## config.mk

```make
export PLATFORM = sky130hd
export DESIGN_NAME = t2c_pose_tracker
export DESIGN_NICKNAME = d
export VERILOG_FILES = /design/src/rtl/t2c_pose_tracker.sv
export SDC_FILE = /design/constraint.sdc
export NUM_CORES = 1
export LEC_CHECK = 0
export BUFFER_PORTS_ARGS = -buffer_cell sky130_fd_sc_hd__buf_2
export CAP_MARGIN = 10
export CORE_MARGIN = 1.5
export CORE_UTILIZATION = 32
export CTS_BUF_LIST = sky130_fd_sc_hd__clkbuf_16
export CTS_CLUSTER_SIZE = 10
export DETAILED_ROUTE_END_ITERATION = 6
export GPL_ROUTABILITY_DRIVEN = 0
export GPL_TIMING_DRIVEN = 0
export REMOVE_ABC_BUFFERS = 1
export SYNTH_ARGS = -nofsm -noshare
export SYNTH_HDL_FRONTEND = slang
export SYNTH_SLANG_ARGS = --single-unit
export TNS_END_PERCENT = 1
```

## constraint.sdc

```tcl
create_clock -name clk -period 5.15 [get_ports clk]
set_input_delay 0 -clock clk [delete_from_list [all_inputs] [get_ports clk]]
set_output_delay 0 -clock clk [all_outputs]
set_load 0.005 [all_outputs]
```

## src/rtl/t2c_pose_tracker.sv

```systemverilog
// t2c_pose_tracker: follows the maze explorer's move commands and keeps the
// bot's cell, heading, step/dead-end counts and exit/fault status.
//
//   state   | meaning
//   --------+------------------------------------------------------------
//   IDLE    | out of reset, waiting for the first valid command
//   RUN     | executing valid commands
//   DONE    | exit cell reached, commands ignored until rst
//   FAULT   | out-of-bounds move or illegal code, ignored until rst
module t2c_pose_tracker #(
    parameter int COLS    = 9,
    parameter int ROWS    = 9,
    parameter int START_X = 4,
    parameter int START_Y = 0,
    parameter int EXIT_X  = 4,
    parameter int EXIT_Y  = 8,
    parameter int CNT_W   = 8
) (
    input  logic             clk,
    input  logic             rst,
    input  logic             cmd_valid,
    input  logic [2:0]       move,
    output logic [3:0]       pos_x,
    output logic [3:0]       pos_y,
    output logic [1:0]       heading,
    output logic [CNT_W-1:0] step_cnt,
    output logic [CNT_W-1:0] deadend_cnt,
    output logic             done,
    output logic             fault
);

    localparam logic [1:0] S_IDLE  = 2'd0;
    localparam logic [1:0] S_RUN   = 2'd1;
    localparam logic [1:0] S_DONE  = 2'd2;
    localparam logic [1:0] S_FAULT = 2'd3;

    localparam logic [2:0] M_STOP    = 3'd0;
    localparam logic [2:0] M_FORWARD = 3'd1;
    localparam logic [2:0] M_LEFT    = 3'd2;
    localparam logic [2:0] M_RIGHT   = 3'd3;
    localparam logic [2:0] M_UTURN   = 3'd4;

    localparam logic signed [4:0] COLS_S   = 5'(COLS);
    localparam logic signed [4:0] ROWS_S   = 5'(ROWS);
    localparam logic signed [4:0] EXIT_X_S = 5'(EXIT_X);
    localparam logic signed [4:0] EXIT_Y_S = 5'(EXIT_Y);
    localparam logic [CNT_W-1:0]  CNT_MAX  = '1;

    logic [1:0]        state;
    logic signed [4:0] dx, dy;
    logic signed [4:0] nx, ny;
    logic              in_bounds;
    logic              at_exit;
    logic              active;

    // Candidate next cell for a FORWARD; signed so that stepping off x=0 or
    // y=0 shows up as -1 rather than wrapping to 15.
    always_comb begin
        dx = 5'sd0;
        dy = 5'sd0;
        case (heading)
            2'd0:    dy = 5'sd1;
            2'd1:    dx = 5'sd1;
            2'd2:    dy = -5'sd1;
            default: dx = -5'sd1;
        endcase
        nx        = $signed({1'b0, pos_x}) + dx;
        ny        = $signed({1'b0, pos_y}) + dy;
        in_bounds = (nx >= 5'sd0) && (nx < COLS_S) && (ny >= 5'sd0) && (ny < ROWS_S);
        at_exit   = (nx == EXIT_X_S) && (ny == EXIT_Y_S);
        active    = cmd_valid && ((state == S_IDLE) || (state == S_RUN));
    end

    // Pose, counters and FSM update; rst wins over any command in the same cycle.
    always_ff @(posedge clk) begin
        if (rst) begin
            state       <= S_IDLE;
            pos_x       <= 4'(START_X);
            pos_y       <= 4'(START_Y);
            heading     <= 2'd0;
            step_cnt    <= '0;
            deadend_cnt <= '0;
            done        <= 1'b0;
            fault       <= 1'b0;
        end else if (active) begin
            state <= S_RUN;
            case (move)
                M_STOP: ;
                M_LEFT:  heading <= heading - 2'd1;
                M_RIGHT: heading <= heading + 2'd1;
                M_UTURN: begin
                    heading <= heading + 2'd2;
                    if (deadend_cnt != CNT_MAX)
                        deadend_cnt <= deadend_cnt + 1'b1;
                end
                M_FORWARD: begin
                    if (in_bounds) begin
                        pos_x <= nx[3:0];
                        pos_y <= ny[3:0];
                        if (step_cnt != CNT_MAX)
                            step_cnt <= step_cnt + 1'b1;
                        if (at_exit) begin
                            done  <= 1'b1;
                            state <= S_DONE;
                        end
                    end else begin
                        fault <= 1'b1;
                        state <= S_FAULT;
                    end
                end
                default: begin
                    fault <= 1'b1;
                    state <= S_FAULT;
                end
            endcase
        end
    end

endmodule

```

==> qor_table.md, run 1 <==
| Stage | Result | Value |
|---|---|---|
| status | Result of the run | finished, final reports clean |
| place | Hpwl dp | 3018 um |
| worst setup path | Endpoint kind of the worst setup timing path | flop |
| routing | Routed len/inst | 13.34 um |
| routing | Post-route antenna net violation count | 0 |
| floorplan | Initial cell density of the core | 33.63% |
| yosys | Main flop type after synthesis | sky130_fd_sc_hd__dfxtp_1 |
| sta | Minimum clock period after layout | 3.531 ns |
| job | MaxCap Viol Count | 0 |
| yosys | Main combinational cell family by area after synthesis | simple AND/OR/NAND/NOR gates |
| sta | Count of endpoints failing hold in the final timing report | 0 |
| global route | Vias in the first global route | 1615 |
| yosys | Synth Area in Compound Gates | 19.09% |
| routing | Number of optimization iterations in the first detailed-route pass | 4 |
| final layout | Final core area utilization | 40.47% |
| worst setup path | Crit path required time | 5.31 ns |
| hold path | Min-delay worst type | in -> reg |
| sta | Worst hold margin | 0.01719 ns |
| final layout | Sequential cell area | 580.6 sq um |
| worst setup path | Data arrival time of the critical path | 3.69 ns |
| final layout | Count of antenna diodes in the layout | 0 |
| yosys | Fraction of registers with async set or reset after synthesis | 0% |
| yosys | Multiplexer share of the synthesized area | 3.471% |
| floorplan | Total number of placement rows | 27 |
| clocking | CTS Sinks | 29 |
| yosys | Synthesized area | 1874 sq um |
| sta | Slew margin rel. | 31.99% |
| power | Ratio of total power to cell area | 273.7 nW/um^2 |
| yosys | Synth Instances | 214 |
| clocking | CTS H-Tree Depth | 2 |
| clocking | Cts repair resizes | 0 |
| floorplan | Total core area | 5574 sq um |
| floorplan | Die outline area | 6325 sq um |
| floorplan | Die Height | 79.53 um |
| worst setup path | Category of the worst setup path launch point | flop |
| clocking | Latest clock arrival within the worst-skew pair | 0.27 ns |
| power | Maximum resistive drop on vdd | 0.0002065 V |
| clocking | Root buffer cell | sky130_fd_sc_hd__clkbuf_16 |
| routing | Per-cell via count in the routed design | 5.274 |
| sta | Setup repair after global routing missed its margin | false |
| global route | Initial antenna violation count | 0 |
| sta | Setup-failing EPs final | 0 |
| final layout | Share of layout cells above drive strength 1 | 21.63% |
| floorplan | X dimension of the die | 79.53 um |
| clocking | Number of buffers created by CTS | 5 |
| yosys | Sequential fraction of the synthesis area | 30.97% |
| routing | Total routed wirelength | 4230 um |
| worst setup path | R2R setup slack | 1.62 ns |
| yosys | Warnings from Yosys | 0 |
| yosys | Synthesized area divided by synthesized cell count | 8.758 sq um |
| yosys | Adder and majority cell fraction of the synthesized area | 12.15% |
| global route | Total track usage | 14.81% |
| worst setup path | Critical-path maximum fanout | 15 |
| clocking | Clock tree from TritonCTS | built |
| sta | Maximum operating frequency | 0.2832 GHz |
| final layout | Filler Cells Inserted | 585 |
| clocking | CTS Buffer Depth | 2 |
| floorplan | I/O pin total | 34 |
| sta | Number of slew-limit violations in the final report | 0 |
| global route | First-pass GRT wire length | 7431 um |
| clocking | Cts hold-fix bufs | 0 |
| sta | Measured slew at the worst slew-check pin | 1.020 ns |
| sta | Clock Skew | 0.006450 ns |
| routing | Number of DRC violations after detailed-routing iteration 0 | 82 |
| routing | Number of DRC violations after detailed routing | 0 |
| final layout | Layout net count | 267 |
| sta | Setup TNS | 0 ns |
| global route | Grt total ovfl | 0 |
| place | Input/output buffers | 33 |
| yosys | Parity-gate share of the synthesized area counting xor and xnor cells | 5.140% |
| yosys | Post-synth cell types | 45 |
| clocking | Clock-pin slew of the registers on the worst-case setup and hold paths | 0.05 ns |
| final layout | Layout overhead on the synthesized area | 20.36% |
| worst setup path | Worst Setup Path Type | reg -> reg |
| final layout | Area occupied by multi-input gates | 1224 sq um |
| yosys | Number of enable flip-flop cells after synthesis | 0 |
| global route | Largest net degree at the start of global routing | 33 |
| power | Static Leak | 0.9762 nW |
| clocking | Buffers inserted by post-CTS timing repair | 0 |
| yosys | Number of storage elements in the synthesis netlist | 29 |
| sta | Period Utilization, post-route | 68.57% |
| routing | Total vias in the final route | 1672 |
| yosys | Simple-gate area share of the yosys netlist | 25.17% |
synthesized netlist by cell type (all sizes together), types with 3 or more instances:
cell type,count,area [sq um]
ha,15,187.7
mux2,4,45.04
nor3,3,15.01
and3,6,37.54
or2,3,18.77
a21o,3,22.52
dfxtp,29,580.6
nor2b,8,50.05
xnor2,5,43.79
inv,9,33.78
buf,4,18.76
nor4,5,43.79
a41oi,3,26.28
o31ai,6,45.04
nand2b,4,25.02
a21oi,18,90.09
or3,5,31.28
o21ai,6,30.03
xor2,6,52.55
nand4,10,77.57
a311oi,3,43.80
clkbuf,6,22.52
nand2,10,37.54
nor2,20,75.07
worst max-delay path, cell delays in order, from the launching register on:
cell,delay [ns]
sky130_fd_sc_hd__dfxtp_1,0.44
sky130_fd_sc_hd__inv_1,0.09
sky130_fd_sc_hd__ha_1,0.18
sky130_fd_sc_hd__or2_2,0.29
sky130_fd_sc_hd__ha_1,0.21
sky130_fd_sc_hd__fa_1,0.42
sky130_fd_sc_hd__xor2_1,0.18
sky130_fd_sc_hd__or3_1,0.31
sky130_fd_sc_hd__o21ai_0,0.13
sky130_fd_sc_hd__o32ai_2,0.31
sky130_fd_sc_hd__nor4_2,0.48
sky130_fd_sc_hd__mux2_2,0.37
final cells by class:
type | count | share of cell area (%)
Tap cell | 72 | 3.993
Timing Repair Buffer | 33 | 7.321
Sequential cell | 29 | 25.73
Multi-Input combinational cell | 166 | 54.24
Clock buffer | 5 | 5.546
Inverter | 9 | 1.498
Clock inverter | 3 | 1.664
per-stage QoR:
| step | setup slack [ns] | total power, mW | instance area [sq um] | cells |
|---|---|---|---|---|
| detailed placement | 1.609 | 0.3015 | 2093 | 309 |
| floorplan | 1.934 | 0.2783 | 1833 | 204 |
| global placement | 1.630 | 0.3006 | 2088 | 309 |
| CTS | 1.599 | 0.6274 | 2256 | 317 |
| finish | 1.619 | 0.6175 | 2256 | 317 |
| global route | 1.373 | 0.6460 | 2256 | 317 |
power breakdown:
group | switching [mW] | internal (mW)
logic | 0.0409 | 0.0225
clock network | 0.0973 | 0.224
registers | 0.00407 | 0.229
sequential cells by signal, indices dropped and copies added, names as in the netlist:
register,flops
deadend_cnt,8
step_cnt,8
pos_x,4
pos_y,4
heading,2
done,1
fault,1
state,1
kinds of logic after synthesis:
family / after synthesis
buffers and inverters: 19
adder cells (fa/ha/maj): 17
XOR/XNOR: 11
AO/OA/AOI/OAI: 50
multiplexers: 6
flip-flops: 29
AND/OR/NAND/NOR: 82
worst paths after layout:
| check | from | endpoint | depth (start not counted) |
|---|---|---|---|
| worst max register to register | heading[1] | step_cnt[0] | 11 |
| worst max-delay path | heading[1] | step_cnt[0] | 11 |
| worst min-delay path | move[1] | fault | 2 |
| worst min register to register | state[1] | state[1] | 2 |
metal layers:
metal,global-route usage [%],wire length (um),vias to the layer above
li1,-,-,853
met4,5.263,46,0
met1,18.69,2027,784
met2,23.98,1949,29
met3,4.114,208,6
met5,0,0,-
cell usage in the layout, fill, tap and decap left out, drive strengths merged, types with 4 or more instances in the layout:
cell    instances
o21ai           6
dfxtp          29
xnor2           5
xor2            6
nor4            5
buf            33
a21oi          18
inv            10
o31ai           6
or3             5
nand2          10
nand2b          4
clkbuf          5
nor2b           8
and3            6
nor2           20
ha             15
mux2            4
nand4          10
(Power assumes the default switching activity.)
==> run 2, diff against run 1 <==
==> constraint.sdc (replaced) <==
create_clock -name clk -period 3.7 [get_ports clk]
set_input_delay 0 -clock clk [delete_from_list [all_inputs] [get_ports clk]]
set_output_delay 0 -clock clk [all_outputs]
set_load 0.005 [all_outputs]
==> run 2 against run 1 <==
Non-clock buffer count stayed put. Sequential power is 39% higher. Maximum frequency is 1.3% higher. Worst setup slack worse by 1.4 ns. Sequential share of layout area is 0.23 points lower. Clock skew is 0.00058 ns higher. Critical path depth stayed put. First-iteration DRC count is 6.1% higher. Die area stayed put. Utilization is 0.36 points higher. Critical path type unchanged. Largest cell class unchanged. Largest power group unchanged.
==> qor_table.md, run 2 (same netlist as run 1, synthesis figures left out) <==
| Stage | Result | Value | vs previous |
|---|---|---|---|
| status | Result of the run | finished, final reports clean |  |
| place | Hpwl dp | 3018 um | unchanged |
| routing | Per-cell via count in the routed design | 5.249 | -0.48% |
| clocking | Number of buffers created by CTS | 5 | unchanged |
| routing | Number of optimization iterations in the first detailed-route pass | 4 | unchanged |
| power | Ratio of total power to cell area | 379.7 nW/um^2 | +39% |
| floorplan | Total core area | 5574 sq um | unchanged |
| hold path | Startpoint of the worst hold path | move[1] |  |
| sta | Clock Skew | 0.007029 ns | +0.0005788 ns |
| worst setup path | R2R setup slack | 0.21 ns | -1.41 ns |
| routing | Routed len/inst | 13.37 um | +0.21% |
| global route | First-pass GRT wire length | 7431 um | unchanged |
| worst setup path | Critical-path maximum fanout | 15 | unchanged |
| sta | Worst-case setup margin in the final layout | 0.2134 ns | -1.405 ns |
| final layout | Final core area utilization | 40.83% | +0.36 points |
| sta | Maximum operating frequency | 0.2868 GHz | +1.3% |
| floorplan | Initial cell density of the core | 33.63% | unchanged |
| power | Tot Pwr | 0.8642 mW | +40% |
| worst setup path | Category of the worst setup path launch point | flop |  |
| worst setup path | Crit path required time | 3.86 ns | -1.45 ns |
| final layout | Share of layout cells above drive strength 1 | 21.63% | unchanged |
| final layout | Largest regs | deadend_cnt (8), step_cnt (8) |  |
| final layout | Filler Cells Inserted | 579 | -1.0% |
| global route | Grt total ovfl | 0 | unchanged |
| hold path | Cell depth of the worst min-delay path | 2 | unchanged |
| worst setup path | Delay of the slowest critical-path stage | 0.44 ns | -0.04 ns |
| routing | Post-route antenna net violation count | 0 | unchanged |
| worst setup path | Crit path max-delay family | simple AND/OR/NAND/NOR gates |  |
| routing | Number of DRC violations after detailed routing | 0 | unchanged |
| global route | Total track usage | 14.81% | unchanged |
| sta | Measured slew at the worst slew-check pin | 0.8737 ns | -0.1464 ns |
| floorplan | X dimension of the die | 79.53 um | unchanged |
| sta | Setup-failing EPs final | 0 | unchanged |
| power | Maximum resistive drop on vdd | 0.0002901 V | +40% |
| sta | Setup repair after global routing missed its margin | false |  |
| clocking | CTS Sinks | 29 | unchanged |
| routing | Total vias in the final route | 1664 | -0.48% |
| worst setup path | Cell chain of the critical path | inv_1 -> ha_1 -> or2_2 -> ha_1 -> fa_1 -> xor2_1 -> or3_1 -> o21ai_0 -> o32ai_4 -> nor4_1 -> mux2_2 |  |
| worst setup path | Cell type of the slowest stage on the worst timing path | sky130_fd_sc_hd__dfxtp_1 |  |
| clocking | Clock-pin slew of the registers on the worst-case setup and hold paths | 0.05 ns | about the same |
| worst setup path | Capture point of the worst reg-to-reg path | step_cnt[2] |  |
| worst setup path | Crit path top cell by count | sky130_fd_sc_hd__ha_1 |  |
| worst setup path | Worst Setup Path Type | reg -> reg |  |
| floorplan | Die outline area | 6325 sq um | unchanged |
| clocking | Cts hold-fix bufs | 0 | unchanged |
| worst setup path | Endpoint kind of the worst setup timing path | flop |  |
| floorplan | I/O pin total | 34 | unchanged |
| worst setup path | Data arrival time of the critical path | 3.65 ns | -0.04 ns |
| sta | Count of endpoints failing hold in the final timing report | 0 | unchanged |
| global route | Initial antenna violation count | 0 | unchanged |
| routing | Number of DRC violations after detailed-routing iteration 0 | 87 | +6.1% |
| final layout | Layout net count | 267 | unchanged |
| clocking | Latest clock arrival within the worst-skew pair | 0.27 ns | about the same |
| sta | Slew margin rel. | 41.43% | +9.4 points |
| global route | Largest net degree at the start of global routing | 33 | unchanged |
| worst setup path | Cells on worst reg2reg path | 11 | unchanged |
| final layout | Layout overhead on the synthesized area | 21.43% |  |
| clocking | Clock tree from TritonCTS | built |  |
| floorplan | Total number of placement rows | 27 | unchanged |
| sta | Number of slew-limit violations in the final report | 0 | unchanged |
| worst setup path | Reg-to-Reg Start | heading[1] |  |
| routing | Total routed wirelength | 4239 um | +0.21% |
| global route | Vias in the first global route | 1615 | unchanged |
| clocking | Root buffer cell | sky130_fd_sc_hd__clkbuf_16 |  |
| job | MaxCap Viol Count | 0 | unchanged |
| worst setup path | Combined buffer and inverter count along the critical path | 1 | unchanged |
| hold path | Worst Hold End | fault |  |
| clocking | CTS H-Tree Depth | 2 | unchanged |
| final layout | Count of antenna diodes in the layout | 0 | unchanged |
| place | Pre-CTS worst setup slack | 0.1591 ns | -1.450 ns |
| hold path | Min-delay worst type | in -> reg |  |
| floorplan | Die Height | 79.53 um | unchanged |
| power | Static Leak | 0.9778 nW | +0.17% |
| final layout | Most common cell after layout, fill and taps aside | sky130_fd_sc_hd__buf_2 |  |
| final layout | Highest-count cells in the layout ignoring fill and taps | 33 x sky130_fd_sc_hd__buf_2, 29 x sky130_fd_sc_hd__dfxtp_1, 20 x sky130_fd_sc_hd__nor2_1 |  |
| clocking | CTS Buffer Depth | 2 | unchanged |
| sta | Minimum clock period after layout | 3.487 ns | -0.04483 ns |
| sta | Period Utilization, post-route | 94.23% | +26 points |
| sta | Setup TNS | 0 ns | unchanged |
| place | Input/output buffers | 33 | unchanged |
| sta | Worst hold margin | 0.01479 ns | -0.002404 ns |
-- run 2: cell counts in the layout (fill, tap and decap cells not counted) --
No cell type changed its count.
-- run 2: how the worst max path moves through the flow --
stage               start     endpoint  slack [ns]  cells past startpoint
2_1_floorplan  heading[1]  step_cnt[0]        0.48                     11
3_3_place_gp   heading[0]  step_cnt[4]        0.18                     10
3_5_place_dp   heading[1]  step_cnt[0]        0.16                     11
4_1_cts        heading[1]  step_cnt[0]        0.15                     11
5_1_grt        heading[1]  step_cnt[3]        0.01                     11
6_report       heading[1]  step_cnt[2]        0.21                     11
-- run 2: per-stage QoR --
step	cell area [sq um]	std cells
2_1_floorplan	1833	204
3_5_place_dp	2093	309
4_1_cts	2256	317
6_report	2276	317
5_1_grt	2276	317
3_3_place_gp	2088	309
-- run 2: worst register-to-register path, stage by stage (launching register included) --
cell and delay, ns:
sky130_fd_sc_hd__dfxtp_1 0.44, sky130_fd_sc_hd__inv_1 0.09, sky130_fd_sc_hd__ha_1 0.18, sky130_fd_sc_hd__or2_2 0.29, sky130_fd_sc_hd__ha_1 0.21, sky130_fd_sc_hd__fa_1 0.42
sky130_fd_sc_hd__xor2_1 0.18, sky130_fd_sc_hd__or3_1 0.31, sky130_fd_sc_hd__o21ai_0 0.18, sky130_fd_sc_hd__o32ai_4 0.29, sky130_fd_sc_hd__nor4_1 0.41, sky130_fd_sc_hd__mux2_2 0.37
-- run 2: metal layers --
layer / GRT usage [%] / up-vias / wire [um]
met5: 0 / - / 0
met4: 5.263 / 0 / 46
met3: 4.114 / 6 / 203
met2: 23.98 / 25 / 1945
met1: 18.69 / 782 / 2044
li1: - / 851 / -
-- run 2: cell type report --
cell class,count,area [sq um],area share (%)
Timing Repair Buffer,33,165.2,7.257
Multi-Input combinational cell,166,1244,54.65
Clock inverter,3,37.54,1.649
Inverter,9,33.78,1.484
Sequential cell,29,580.6,25.51
Tap cell,72,90.09,3.958
Clock buffer,5,125.1,5.498
-- run 2: power breakdown --
part           total (mW)  switching [mW]  internal (mW)
clock network       0.449           0.137          0.312
logic              0.0916          0.0588         0.0328
registers           0.324         0.00567          0.318
-- run 2: what timing repair did --
action | in CTS | in global routing
resized for setup | 0 | 2
setup buffers | 0 | 0
endpoints found under the setup margin | 0 | 5
